--- config.mk ---
export PLATFORM = sky130hd
export DESIGN_NAME = phy_stim_gen
export DESIGN_NICKNAME = d
export VERILOG_FILES = /design/src/rtl/phy_stim_gen.sv
export SDC_FILE = /design/constraint.sdc
export NUM_CORES = 1
export LEC_CHECK = 0
export CAP_MARGIN = 0
export CELL_PAD_IN_SITES_DETAIL_PLACEMENT = 1
export CELL_PAD_IN_SITES_GLOBAL_PLACEMENT = 1
export CORE_MARGIN = 5
export CORE_UTILIZATION = 28
export CTS_CLUSTER_DIAMETER = 80
export DETAILED_ROUTE_END_ITERATION = 6
export PLACE_DENSITY = 0.77
export SYNTH_ARGS = -nofsm -noshare
export SYNTH_HDL_FRONTEND = slang
export SYNTH_SLANG_ARGS = --single-unit
--- constraint.sdc ---
create_clock -name clk_2f -period 4.5 [get_ports clk_2f]
set_input_delay 0.9 -clock clk_2f [delete_from_list [all_inputs] [get_ports clk_2f]]
set_output_delay 0.9 -clock clk_2f [all_outputs]
set_load 0.005 [all_outputs]
--- src/rtl/phy_stim_gen.sv ---
// phy_stim_gen: start/done driven stimulus source for a PHY under test, plus a
// checker comparing the behavioural and synthesized PHY output streams.
// Optional feature: define PHY_STIM_LFSR_EN to build the LFSR pattern (mode 2).
// Without it mode 2 decrements like mode 0 and no LFSR logic exists.
module phy_stim_gen #(
  parameter int unsigned       DATA_W       = 32,
  parameter int unsigned       NUM_WORDS    = 1600,
  parameter int unsigned       VALID_GAP    = 0,
  parameter int unsigned       DRAIN_CYCLES = 8,
  parameter int unsigned       CNT_W        = 16,
  parameter logic [DATA_W-1:0] LFSR_TAPS    = DATA_W'(32'h80200003)
) (
  input  logic              clk_2f,
  input  logic              reset,
  input  logic              start,
  input  logic [1:0]        mode,
  input  logic [DATA_W-1:0] seed,
  input  logic [DATA_W-1:0] dataOut,
  input  logic              validOut,
  input  logic [DATA_W-1:0] dataOut_est,
  input  logic              validOut_est,
  output logic [DATA_W-1:0] dataIn,
  output logic              validIn,
  output logic              busy,
  output logic              done,
  output logic              error,
  output logic [CNT_W-1:0]  mismatch_cnt
);

  // Counters hold 0..limit-1; a zero limit still gets a 1-bit counter.
  localparam int unsigned BeatW  = (NUM_WORDS > 1) ? $clog2(NUM_WORDS) : 1;
  localparam int unsigned GapW   = (VALID_GAP > 1) ? $clog2(VALID_GAP) : 1;
  localparam int unsigned DrainW = (DRAIN_CYCLES > 1) ? $clog2(DRAIN_CYCLES) : 1;

  localparam logic [BeatW-1:0]  LastBeat  = BeatW'(NUM_WORDS - 1);
  localparam logic [GapW-1:0]   LastGap   = GapW'((VALID_GAP > 0) ? VALID_GAP - 1 : 0);
  // DRAIN_CYCLES = 0 degenerates to a single drain cycle.
  localparam logic [DrainW-1:0] LastDrain = DrainW'((DRAIN_CYCLES > 0) ? DRAIN_CYCLES - 1 : 0);

  typedef enum logic [1:0] {StIdle, StRun, StDrain, StDone} state_e;

  state_e             state_q, state_d;
  logic [DATA_W-1:0]  data_q, data_d;
  logic               valid_q, valid_d;
  logic [1:0]         mode_q, mode_d;
  logic [BeatW-1:0]   beat_q, beat_d;
  logic [GapW-1:0]    gap_q, gap_d;
  logic [DrainW-1:0]  drain_q, drain_d;
  logic               done_q, done_d;
  logic               error_q, error_d;
  logic [CNT_W-1:0]   cnt_q, cnt_d;

  logic [DATA_W-1:0]  next_data;
  logic [DATA_W-1:0]  seed_eff;
  logic               mismatch;
  logic               chk_en;

  // Pattern step applied in the cycle after each non-final beat.
  always_comb begin
    next_data = data_q;
    unique case (mode_q)
      2'd0: next_data = data_q - DATA_W'(1);
      2'd1: next_data = data_q + DATA_W'(1);
`ifdef PHY_STIM_LFSR_EN
      2'd2: next_data = {data_q[DATA_W-2:0], ^(data_q & LFSR_TAPS)};
`else
      2'd2: next_data = data_q - DATA_W'(1);
`endif
      2'd3: next_data = data_q;
      default: next_data = data_q;
    endcase
  end

`ifdef PHY_STIM_LFSR_EN
  // An all-zero LFSR state would lock up, so substitute all ones.
  assign seed_eff = ((mode == 2'd2) && (seed == '0)) ? '1 : seed;
`else
  logic unused_taps;
  assign unused_taps = ^LFSR_TAPS;
  assign seed_eff    = seed;
`endif

  assign mismatch = (validOut != validOut_est) ||
                    (validOut && validOut_est && (dataOut != dataOut_est));
  assign chk_en   = (state_q == StRun) || (state_q == StDrain);

  // Next-state: run sequencing, beat/gap/drain counting and the checker.
  always_comb begin
    state_d = state_q;
    data_d  = data_q;
    valid_d = valid_q;
    mode_d  = mode_q;
    beat_d  = beat_q;
    gap_d   = gap_q;
    drain_d = drain_q;
    done_d  = done_q;
    error_d = error_q;
    cnt_d   = cnt_q;

    if (chk_en && mismatch) begin
      error_d = 1'b1;
      if (cnt_q != '1) cnt_d = cnt_q + CNT_W'(1);
    end

    unique case (state_q)
      StIdle, StDone: begin
        if (start) begin
          state_d = StRun;
          data_d  = seed_eff;
          mode_d  = mode;
          valid_d = 1'b1;
          beat_d  = '0;
          gap_d   = '0;
          drain_d = '0;
          done_d  = 1'b0;
          error_d = 1'b0;
          cnt_d   = '0;
        end
      end
      StRun: begin
        if (valid_q) begin
          if (beat_q == LastBeat) begin
            // Final beat: data holds its last value through drain.
            valid_d = 1'b0;
            drain_d = '0;
            state_d = StDrain;
          end else begin
            beat_d  = beat_q + BeatW'(1);
            data_d  = next_data;
            gap_d   = '0;
            valid_d = (VALID_GAP == 0);
          end
        end else if (gap_q == LastGap) begin
          valid_d = 1'b1;
          gap_d   = '0;
        end else begin
          gap_d = gap_q + GapW'(1);
        end
      end
      StDrain: begin
        if (drain_q == LastDrain) begin
          state_d = StDone;
          done_d  = 1'b1;
        end else begin
          drain_d = drain_q + DrainW'(1);
        end
      end
      default: state_d = StIdle;
    endcase
  end

  // State registers with asynchronous active-high reset.
  always_ff @(posedge clk_2f or posedge reset) begin
    if (reset) begin
      state_q <= StIdle;
      data_q  <= '1;
      valid_q <= 1'b0;
      mode_q  <= 2'd0;
      beat_q  <= '0;
      gap_q   <= '0;
      drain_q <= '0;
      done_q  <= 1'b0;
      error_q <= 1'b0;
      cnt_q   <= '0;
    end else begin
      state_q <= state_d;
      data_q  <= data_d;
      valid_q <= valid_d;
      mode_q  <= mode_d;
      beat_q  <= beat_d;
      gap_q   <= gap_d;
      drain_q <= drain_d;
      done_q  <= done_d;
      error_q <= error_d;
      cnt_q   <= cnt_d;
    end
  end

  assign dataIn       = data_q;
  assign validIn      = valid_q;
  assign busy         = chk_en;
  assign done         = done_q;
  assign error        = error_q;
  assign mismatch_cnt = cnt_q;

endmodule

# Word-level counts from Yosys, hierarchy flattened
# Index checks and enable logic that the tools add are counted.
# W data, S select, Z words.
[word_totals]
reg_bits = 70
latchBits = 0
mem_bits_rw = 0
mem_bits_ro = 0
inputBits = 103
memories = 0
[op_classes]
n_addsub = 6
n_mul = 0
n_div = 0
n_lt_le_gt_ge = 0
eq_ne = 19
n_shift = 0
mux = 38
n_bitwise = 0
reduce_logical = 19
[ops]
columns = ["operator", "n"]
rows = [
  ["$pmux W32 S2", 2],
  ["$mux W32", 3],
  ["$mux W16", 4],
  ["$mux W11", 3],
  ["$add A32 B1 Y32 const B", 1],
  ["$ne A32 B32 Y1", 1],
  ["$sub A32 B1 Y32 const B", 1],
  ["$pmux W11 S2", 1],
  ["$add A16 B1 Y16 const B", 1],
  ["$ne A16 B16 Y1 const B", 1],
  ["$mux W1", 12],
  ["$mux W3", 4],
  ["$reduce_and A4 Y1", 3],
  ["$add A11 B1 Y11 const B", 1],
  ["$eq A11 B11 Y1 const B", 1],
  ["$ne A2 B2 Y1 const B", 5],
  ["$pmux W3 S3", 1],
  ["$eq A2 B2 Y1 const B", 4],
  ["$mux W2", 4],
  ["$pmux W1 S2", 3],
  ["$pmux W2 S3", 1],
  ["$reduce_and A3 Y1", 2],
  ["$reduce_and A5 Y1", 1],
  ["$eq A2 B1 Y1 const B", 2],
  ["12 further kinds", 20],
]

# Depth between registers and ports, before layout
[logic_depth]
word_depth = 7
depth_mapped = 13
mapped_depth_nobuf = 12

# Worst setup path before layout
# No wires, ideal clock.
[synth_path]
path_type = "register to register"
start = "register mode_q[0]"
end = "register data_q[25], in the netlist dataIn[25]"
setup_ns = 0.094
t_arrival_ns = 3.068
required_ns = 4.406
slack_ns = 1.338
path_stages_with_launch = 13
path_buffers = 0
synth_period_minus_slack_ns = 3.162
cell_sequence = "dfrtp_1 -> inv_1 -> ha_1 -> a21oi_2 -> o21ai_1 -> a2111o_1 -> a32o_2 -> a311oi_2 -> o31a_1 -> o21ai_1 -> a21oi_2 -> xnor2_1 -> a311oi_1"
[synth_via]
elab_chain_len = 6
elab_cells_between_ends = 11
cone_classes = "eq/ne (4); mux (4); reduce/logical (3)"
[synth_rtl]
columns = ["element", "line_no", "rtl"]
rows = [
  ["start, declared", "45", "logic [1:0] mode_q, mode_d;"],
  ["start signal, assigned", "169", "mode_q <= mode_d;"],
  ["$eq A2 B2 Y1 / $logic_not A2 Y1 (equally long branches)", "61", "unique case (mode_q)"],
  ["$reduce_or A2 Y1 (no source line)", "-", ""],
  ["$pmux W32 S2", "61", ""],
  ["$mux W32", "122", "if (beat_q == LastBeat) begin"],
  ["$mux W32", "121", "if (valid_q) begin"],
  ["$pmux W32 S2", "105", "unique case (state_q)"],
  ["end signal, assigned", "167", "data_q <= data_d;"],
  ["end, declared", "43", "logic [DATA_W-1:0] data_q, data_d;"],
]
# Several ways; a longest one is shown, not always the timed one. The select of a mux whose other input is x is not followed.
# A chain may end at the register's enable or synchronous reset.

# Worst setup path after layout
[layout_path]
start = "register mode_q[0]"
end = "register data_q[29], in the netlist dataIn[29]"
# Same word-level chain as after synthesis.

==> results.yml <==
outcome:
  status: "completed"
timing:
  max_slew_margin_pct: 29.7
  clock_skew_ns: 0.00751
  min_period_ns: 3.59
  tightest_slew_ns: 1.06
  hold_violations: 0
  max_freq_ghz: 0.279
  rsz0062_at_grt: "false"
  fin_hold_ws_ns: 0.480
  fin_tns_setup_ns: 0
  final_max_slew_viol_count: 0
  setup_viol: 0
  min_period_over_period_pct: 79.7
floorplanning:
  core_area_sq_um: 18600
  die_x_um: 147
  core.rowCount: 50
  die_y_um: 147
  ios: 155
  die_area_sq_um: 21700
  initial_core_util_pct: 28.3
worst_setup_path:
  path_class: "flip-flop to flip-flop"
  start_kind: "flip-flop"
  crit_arrival_ns: 3.85
  required_ns: 4.76
  slowest_stage: "inv_1"
  critPathCaptureType: "flip-flop"
  crit_family: "compound AO/OA/AOI/OAI gates"
  cp_max_fo: 15
  critPathBufInv: 1
  cpPeakStageDelay_ns: 0.46
  crit_chain: "inv_1 -> ha_1 -> a21oi_2 -> o21ai_1 -> a2111o_1 -> a32o_2 -> a31oi_1 -> o21ai_1 -> a211oi_1 -> xnor2_1 -> mux2i_1 -> o21ai_0"
  cp_common_cell: "o21ai_1"
power_and_ir_drop:
  power.leakage_nw: 3.14
  irDropWorstVdd_mv: 0.290
  p_per_area_nw_per_um2: 798
synthesis:
  seq_area_frac_synth_pct: 33.5
  postSynthAreaPerCell_sq_um: 8.78
  ys_async_sr_fraction_pct: 100
  synth-seq-cells: 69
  synth_enable_flop_cells: 0
  synth_nets: 744
  synth_ff_type: "dfrtp_1"
  netlist_area_sq_um: 5280
  synthDistinctLibCells: 56
  synthCells: 601
  yosys_warnings: 0
cts:
  post-cts-setup-buffers: 0
  cts_tree: "built"
  cts_sinks: 69
  cts_hold_buf: 0
  h-tree-depth: 3
  numCtsBuffers: 9
  root_buffer: "clkbuf_16"
  cts.repair.resized: 0
  cts_buffer_depth: 2
  clk_latency_ns: 0.35
  clk_pin_slew_worst_paths_ns: 0.06
final_layout:
  syn_to_final_growth_pct: 39.6
  fillers: 2174
  antenna_cells: 0
  drive_above_1_share_pct: 8.60
  fin_nets: 894
placed_design:
  dpl.hpwl_mm: 12.9
  port_buffers: 154
  gp_congestion: 0.802
global_routing:
  grt_overflow: 0
  grt_start_max_net_pins: 57
  antenna_found_initial: 1
  grt_pass1_wl_mm: 26.9
  first_global_vias: 5292
  track_usage_pct: 15.2
routing:
  routed_wl_mm: 16.4
  drt-vias-per-instance: 4.98
  vias: 4928
  drtAntennaViolNets: 0
  dr.pass1.iters: 4
  wl_per_cell_um: 16.6
  drt-initial-drc-count: 146
  drt_drc_violations_left: 0
run:
  drv_cap: 0
min_path:
  hp-class: "flip-flop to flip-flop"
==> worst reg2reg max path: stages (launching register included) <==
cell and delay (ns):
dfrtp_1 0.43, inv_1 0.46, ha_1 0.42, a21oi_2 0.16, o21ai_1 0.07, a2111o_1 0.40, a32o_2 0.27, a31oi_1 0.35
o21ai_1 0.20, a211oi_1 0.33, xnor2_1 0.16, mux2i_1 0.09, o21ai_0 0.17
==> flip-flops by register name, summed over array words and instances, names as in the netlist <==
register      count
beat_q           11
dataIn           32
done              1
drain_q           3
error             1
mismatch_cnt     16
mode_q            2
state_q           2
validIn           1
==> synth_stat cells, types with 2 or more instances <==
library cell	instances	area share, %
nand2_1	69	4.9
xor2_1	54	9.0
nor2_1	46	3.3
o21ai_0	45	4.3
ha_1	39	9.2
dfrtp_1	37	18
dfstp_2	32	16
mux2i_1	28	5.3
a21oi_1	27	2.6
a21o_1	25	3.6
xnor2_1	23	3.8
inv_1	20	1.4
clkbuf_1	19	1.4
nand3_1	18	1.7
nand4_1	12	1.4
a31oi_1	9	1.1
nor4_1	9	1.1
and3_1	7	0.83
o21ai_1	7	0.66
nor3_1	6	0.57
or3_1	5	0.59
a211oi_1	4	0.57
and2_1	4	0.47
nand2b_1	4	0.47
and4_1	3	0.50
nor3b_1	3	0.43
o21a_1	3	0.43
o22ai_1	3	0.36
a211o_1	2	0.33
a21oi_2	2	0.33
a22o_1	2	0.33
a311oi_1	2	0.33
a32o_1	2	0.38
a41oi_1	2	0.33
buf_1	2	0.14
nor2b_1	2	0.24
o211ai_1	2	0.28
o21bai_1	2	0.28
o31a_1	2	0.33
or2_2	2	0.24
==> power breakdown <==
part           switching (mW)  leakage [nW]  internal [mW]  total [mW]
sequential              0.208         0.831          0.954        1.16
clock                   0.299         0.139          0.392       0.690
combinational            2.21          2.17           1.81        4.02
==> layer usage <==
metal	up-vias	global-route usage, %	share of wire, %
li1	2457	-	-
met1	2368	19.9	46
met2	81	25.2	48
met3	20	3.02	4.2
met4	2	5.41	2.2
met5	-	0	0.061
==> metrics by stage <==
step	std cells	worst slack, ns	util [%]	power [mW]	area, sq um
2_1_floorplan	601	1.34	-	3.95	5280
3_3_place_gp	974	0.929	38.0	5.10	7080
3_5_place_dp	974	0.938	38.0	5.19	7080
4_1_cts	990	0.900	39.5	5.93	7370
5_1_grt	990	0.584	39.5	6.42	7370
6_report	990	0.913	39.5	5.88	7370
==> final timing paths <==
kind / from / to / slack [ns] / cells after the start
min in group asynchronous: reset / mismatch_cnt[13]$_DFF_PP0_ / 1.03 / 2
max in group asynchronous: reset / dataIn[30]$_DFFE_PP1P_ / 2.63 / 3
hold reg to reg: dataIn[22]$_DFFE_PP1P_ / dataIn[22]$_DFFE_PP1P_ / 0.48 / 2
hold / removal: dataIn[22]$_DFFE_PP1P_ / dataIn[22]$_DFFE_PP1P_ / 0.48 / 2
setup reg to reg: mode_q[0]$_DFFE_PP0P_ / dataIn[29]$_DFFE_PP1P_ / 0.91 / 12
setup / recovery: mode_q[0]$_DFFE_PP0P_ / dataIn[29]$_DFFE_PP1P_ / 0.91 / 12
==> cells in the final DEF (no fill, tap or decap), types with 5 or more instances in the layout <==
cell and instances:
clkdlybuf4s50_1 154, nand2_1 69, xor2_1 54, nor2_1 46, o21ai_0 45, ha_1 38, dfrtp_1 37, dfstp_2 32
mux2i_1 28, a21oi_1 27, a21o_1 25, xnor2_1 23, inv_1 19, nand3_1 18, nand4_1 12, a31oi_1 9
nor4_1 9, clkbuf_16 9, o21ai_1 7, and3_1 7, nor3_1 6, buf_4 6, or3_1 5
==> logic make-up after synthesis <==
group           count (synthesis)  share of synthesized area, %
compound gates                151                          18.4
buf+inv                        41                          2.92
flops                          69                          33.5
simple gates                  194                          17.3
mux                            29                          5.53
xor+xnor                       77                          12.8
fa+ha+maj                      40                          9.63
==> final cells by class <==
class,instances,area [sq um],area share [%]
clock buffers,10,239,3.24
clock inverters,6,47.5,0.645
inverters,20,75.1,1.02
multi-input cells,491,3360,45.6
flip-flops and latches,69,1770,24.0
well taps,234,293,3.97
repair buffers,160,1590,21.5
(Power assumes the default switching activity.)
==> RTL edit 1: new RTL, same flow settings <==
`NUM_WORDS`: 1600 -> 400.
--- a/src/rtl/phy_stim_gen.sv
+++ b/src/rtl/phy_stim_gen.sv
@@ -4,7 +4,7 @@
 // Without it mode 2 decrements like mode 0 and no LFSR logic exists.
 module phy_stim_gen #(
   parameter int unsigned       DATA_W       = 32,
-  parameter int unsigned       NUM_WORDS    = 1600,
+  parameter int unsigned       NUM_WORDS    = 400,
   parameter int unsigned       VALID_GAP    = 0,
   parameter int unsigned       DRAIN_CYCLES = 8,
   parameter int unsigned       CNT_W        = 16,
Function: no difference found for any inputs over 4 cycles, from zero or initial values and one cycle with reset high; that may be too few to reach the edited logic, so the function may still have changed.
==> RTL edit 1 against the unedited design <==
  * First-iteration DRC count down 10%
  * Global-route usage increased by 0.55 points
  * Final cell count is 0.71% higher
  * Cell area is 0.25% lower
  * Worst setup slack improved by 0.25 ns
  * Synthesized cell count up 1.7%
  * Sequential cell count down 2
  * Power increased by 1.9%
  * Area after synthesis shrank 1.2%
  * Sequential share of layout area is 0.62 points lower
  * Routed wire length increased by 4.2%
  * Non-clock buffer count grew 2
  * Highest routed layer unchanged
==> RTL edit 1: results (changes against the unedited design) <==
stage;metric;value;unit;change
cts;path_clk_slew;0.06;ns;about the same
setup_path;slowest_stage;inv_1;;unchanged
global_routing;grt_max_degree;38;;was 57
sta;skew;0.006378;ns;was 0.007509 ns
setup_path;rr_worst_depth;11;;was 12
cts;cts_buffers;9;;unchanged
setup_path;regToRegSetupSlack;1.16;ns;was 0.91 ns
synth;yosysWarnings;0;;unchanged
cts;clock_path_buffers;2;;unchanged
global_routing;antenna_found_initial;5;;was 1
global_routing;grt_pass1_vias;5357;;was 5292
synth;syn_nets;755;;was 744
global_routing;grt_pass1_wl;27340;um;was 26880 um
worst_hold_path;min-delay-path-class;flop to flop;;unchanged
synth;ys_types;54;;was 56
status;status;complete, no violations;;unchanged
synth;netlist_top_cells_count;58 x a21oi_1, 58 x nand2_1, 54 x xor2_1;;was 69 x nand2_1, 54 x xor2_1, 46 x nor2_1
placement;dpl.hpwl;13380;um;was 12930 um
synth;synth_seq_area_share;32.94;%;was 33.48%
synth;yosys-top-cells-area;dfrtp_1 17%, dfstp_2 16%, ha_1 9.6%;;was dfrtp_1 18%, dfstp_2 16%, ha_1 9.2%
power;ir_worst_vdd;269.3;uV;was 289.7 uV
cts;htree_num_levels;3;;unchanged
setup_path;slowest_delay;0.49;ns;was 0.46 ns
cells_and_area;fill_cells;2146;;was 2174
sta;worst_slew_pin_slew;0.8141;ns;was 1.055 ns
setup_path;crit_arrival;3.62;ns;was 3.85 ns
sta;max_freq;299.6;MHz;was 278.8 MHz
cells_and_area;nets;907;;was 894
routing;dr_total_vias;5071;;was 4928
cells_and_area;antenna_cells;0;;unchanged
routing;first_iter_violations;131;;was 146
power;p_leak;3.055;nW;was 3.143 nW
placement;post-place-ws;0.9588;ns;was 0.9377 ns
worst_hold_path;hold_depth;1;;was 2
cts;cts_root_buf;clkbuf_16;;unchanged
cts;cts_setup_buffers;0;;unchanged
setup_path;path_delay_family;compound AO/OA/AOI/OAI gates;;unchanged
cts;cts_resized;0;;unchanged
setup_path;crit_fanout;14;;was 15
routing;drtPass1Iterations;4;;unchanged
placement;place_congestion;0.8416;;was 0.8020
synth;synthArstFlopShare;100.0;%;unchanged
cells_and_area;largest_reg_flops;32;;unchanged
global_routing;track_usage;15.79;%;was 15.24%
cts;insertion_delay;0.35;ns;about the same
cells_and_area;final_layout_size_suffix_gt1_share;8.203;%;was 8.598%
routing;drt_wl_total;17090;um;was 16400 um
placement;portBuffers;154;;unchanged
[RTL edit 1: logic make-up (layout without fill, tap and decap cells)]
logic type                 count (synthesis)  count (layout)  share of synthesized area (%)
and+or+nand+nor                          200             200                          18.27
AOI/OAI and AO/OA                        168             168                          19.81
xor gates and xnor gates                  71              71                          11.93
DFF                                       67              67                          32.94
buffers and inverters                     44             201                          3.193
adders and majority gates                 41              41                          9.988
muxes                                     20              20                          3.865
[RTL edit 1: report_power, final]
part	total (mW)	leakage [nW]	internal, mW	switching, mW
Combinational	4.06	2.10	1.78	2.27
Clock	0.797	0.155	0.500	0.297
Sequential	1.14	0.801	0.938	0.198
[RTL edit 1: worst reg2reg max path: stages (launching register included)]
cell      delay (ns)
dfrtp_1         0.41
inv_1           0.49
ha_1            0.41
a211oi_1        0.27
o211ai_1        0.14
a221o_1         0.34
o211a_1         0.27
o21ai_0         0.17
nand2b_1        0.12
a31oi_1         0.24
mux2i_1         0.12
a211o_1         0.27
[RTL edit 1: layout make-up]
cell class | count | share of cell area, %
inverter | 23 | 1.175
tap | 229 | 3.900
timing repair buffer | 162 | 21.80
multi-input combinational | 500 | 45.30
sequential | 67 | 23.37
clock buffer | 10 | 3.253
clock inverter | 6 | 1.209
[RTL edit 1: stage by stage]
step	utilization (%)	hold WS [ns]	power, mW	cells	area (sq um)
detailed placement	38.68	0.4795	5.186	981	7019
global route	40.49	0.5014	6.525	997	7347
floorplan	-	0.4569	3.931	611	5211
CTS	40.49	0.4871	6.037	997	7347
global placement	38.68	0.4720	5.084	981	7019
finish	40.49	0.4818	5.989	997	7347
[RTL edit 1: path summary, 6_finish.rpt]
path / to / start
max in group asynchronous: dataIn[14]$_DFFE_PP1P_ / reset
min: drain_q[0]$_DFFE_PP0P_ / drain_q[0]$_DFFE_PP0P_
max: dataIn[25]$_DFFE_PP1P_ / mode_q[0]$_DFFE_PP0P_
min reg2reg: drain_q[0]$_DFFE_PP0P_ / drain_q[0]$_DFFE_PP0P_
min in group asynchronous: drain_q[2]$_DFFE_PP0P_ / reset
max reg2reg: dataIn[25]$_DFFE_PP1P_ / mode_q[0]$_DFFE_PP0P_
[RTL edit 1: metal layers]
layer / wire, um / track usage [%] / vias to the layer above
met5: 69 / 0 / -
met4: 255 / 3.857 / 10
met3: 1467 / 6.848 / 27
met2: 7837 / 26.00 / 152
met1: 7459 / 19.05 / 2390
li1: - / - / 2492
==> RTL edit 2: new RTL, same flow settings <==
Without the edit above. Reset style: synchronous (`reset`), changed in one clocked block. Comments in the files are not updated.
--- a/src/rtl/phy_stim_gen.sv
+++ b/src/rtl/phy_stim_gen.sv
@@ -150,7 +150,7 @@
   end
 
   // State registers with asynchronous active-high reset.
-  always_ff @(posedge clk_2f or posedge reset) begin
+  always_ff @(posedge clk_2f) begin
     if (reset) begin
       state_q <= StIdle;
       data_q  <= '1;
Check against the original RTL: differs if reset is asserted again (counterexample within 4 cycles, from zero or initial values and one cycle with reset high); with reset held inactive, the same outputs for 4 cycles.
==> RTL edit 2 against the unedited design <==
  * Sequential share of layout area decreased by 5.0 points
  * Cell area is 1.5% lower
  * Routed wire length up 9.9%
  * Power down 22%
  * Fmax rose by 11%
  * Worst setup slack better by 0.36 ns
  * First-iteration DRC count increased by 45%
  * Critical path depth is 3 lower
  * Sequential cell count unchanged
  * Area after synthesis shrank 2.1%
  * Via count grew 6.8%
  * Clock skew rose by 0.0024 ns
  * Register-to-register slack better by 0.42 ns
  * Largest power group unchanged
==> RTL edit 2: results (changes against the unedited design) <==
stage;metric;value;unit;change
status;status;complete, no violations;;unchanged
cts;clock_path_buffers;2;;unchanged
placement;portBuffers;154;;unchanged
power;p_leak;2.694;nW;was 3.143 nW
cts;htree_num_levels;3;;unchanged
routing;wl_per_cell;17.74;um;was 16.56 um
synth;synth_seq_area_share;26.74;%;was 33.48%
synth;netlist_top_cells_count;69 x dfxtp_1, 54 x xor2_1, 53 x a21oi_1, 53 x nand2_1, 53 x nor2_1;;was 69 x nand2_1, 54 x xor2_1, 46 x nor2_1
routing;drtPass1Iterations;4;;unchanged
cells_and_area;final_layout_size_suffix_gt1_share;5.464;%;was 8.598%
sta;finalSetupViolCount;0;;unchanged
sta;worst_slew_pin_slew;0.9113;ns;was 1.055 ns
cts;cts_buffers;9;;unchanged
placement;place_congestion;0.8957;;was 0.8020
sta;skew;0.009915;ns;was 0.007509 ns
placement;dpl.hpwl;14240;um;was 12930 um
global_routing;track_usage;16.85;%;was 15.24%
placement;place_area;6950;sq um;was 7079 sq um
cells_and_area;layoutNonFillerInstCount;1016;;was 990
cts;cts_root_buf;clkbuf_16;;unchanged
synth;synthArstFlopShare;0;%;was 100.0%
power;ir_worst_vdd;293.0;uV;was 289.7 uV
synth;ys_types;64;;was 56
cells_and_area;antenna_cells;0;;unchanged
routing;first_iter_violations;212;;was 146
setup_path;startpoint;dataOut[22];;was mode_q[0]$_DFFE_PP0P_
worst_hold_path;min-delay-path-class;flop to flop;;unchanged
synth;syn_nets;776;;was 744
cells_and_area;final_common_cell;clkdlybuf4s50_1;;unchanged
setup_path;timing.rr.start;mode_q[0]$_SDFFE_PP0P_;;was mode_q[0]$_DFFE_PP0P_
cells_and_area;largest_reg_flops;32;;unchanged
global_routing;antenna_found_initial;1;;unchanged
routing;drtAntennaViolNets;0;;unchanged
routing;viasPerCell;5.179;;was 4.978
global_routing;grt_pass1_wl;29320;um;was 26880 um
global_routing;grt_pass1_vias;5535;;was 5292
cts;cts_setup_buffers;0;;unchanged
setup_path;crit_fanout;13;;was 15
synth;yosysWarnings;0;;unchanged
cells_and_area;nets;925;;was 894
cts;cts_resized;0;;unchanged
setup_path;crit_arrival;3.49;ns;was 3.85 ns
worst_hold_path;min_from;mode_q[1]$_SDFFE_PP0P_;;was dataIn[22]$_DFFE_PP1P_
synth;yosys-top-cells-area;dfxtp_1 27%, ha_1 9.4%, xor2_1 9.2%;;was dfrtp_1 18%, dfstp_2 16%, ha_1 9.2%
cells_and_area;fill_cells;2141;;was 2174
cts;insertion_delay;0.35;ns;about the same
global_routing;grt_max_degree;30;;was 57
synth;syn-instance-count;633;;was 601
placement;post-place-ws;0.9066;ns;was 0.9377 ns
cts;path_clk_slew;0.07;ns;
RTL edit 2: cell types whose count changed in the layout (fill, tap and decap cells not counted), sizes merged, moves of 6 or more:
| cell | before | now |
|---|---|---|
| nor3 | 6 | 17 |
| nand2 | 69 | 55 |
| dfxtp | 0 | 69 |
| and3 | 7 | 16 |
| a211oi | 4 | 10 |
| a21oi | 29 | 56 |
| dfrtp | 37 | 0 |
| xnor2 | 23 | 17 |
| a21o | 25 | 18 |
| o211ai | 2 | 18 |
| dfstp | 32 | 0 |
| nor2 | 46 | 54 |
| o21ai | 52 | 31 |
| mux2i | 28 | 20 |
RTL edit 2: path summary, 6_finish.rpt:
path / depth (start not counted) / to / slack, ns
worst min register to register: 2 / mode_q[1]$_SDFFE_PP0P_ / 0.47
worst max register to register: 10 / dataIn[29]$_SDFFE_PP1P_ / 1.33
worst min-delay path: 2 / mode_q[1]$_SDFFE_PP0P_ / 0.47
worst max-delay path: 9 / mismatch_cnt[8]$_SDFF_PP0_ / 1.28
RTL edit 2: where the power goes:
| part | internal, mW | switching, mW |
|---|---|---|
| Clock | 0.437 | 0.314 |
| Combinational | 1.27 | 1.64 |
| Sequential | 0.782 | 0.170 |
| Total | 2.49 | 2.12 |
RTL edit 2: per-layer routing:
| metal | up-vias | share of wire [%] | track usage, % | wire [um] |
|---|---|---|---|---|
| met5 | - | 0.083 | 0 | 15 |
| met3 | 16 | 4.0 | 3.581 | 715 |
| met4 | 2 | 1.2 | 4.131 | 209 |
| met2 | 91 | 49 | 28.84 | 8810 |
| li1 | 2626 | - | - | - |
| met1 | 2527 | 46 | 21.66 | 8276 |
RTL edit 2: cell families (layout without fill, tap and decap cells):
| group | Yosys count | count (layout) | share of synthesized area, % |
|---|---|---|---|
| xor+xnor | 71 | 71 | 12.04 |
| flops | 69 | 69 | 26.74 |
| compound gates | 179 | 179 | 22.72 |
| buf+inv | 36 | 190 | 2.858 |
| fa+ha+maj | 40 | 40 | 9.833 |
| simple gates | 216 | 216 | 21.51 |
| mux | 22 | 22 | 4.311 |
RTL edit 2: final cells by class:
cell class / instances / area (sq um) / area share (%)
inverter: 13 / 48.80 / 0.6724
clock inverter: 7 / 81.33 / 1.121
tap: 229 / 286.5 / 3.948
sequential: 69 / 1381 / 19.03
clock buffer: 9 / 225.2 / 3.103
timing repair buffer: 161 / 1594 / 21.97
multi-input combinational: 528 / 3640 / 50.16
RTL edit 2: critical path, cell delays in order:
cell and delay, ns:
clkdlybuf4s50_1 0.47, xor2_1 0.22, nor4_1 0.10, nand4_1 0.12
o21ai_0 0.10, a21oi_1 0.74, nand2_2 0.23, or4_1 0.47
a21oi_1 0.15
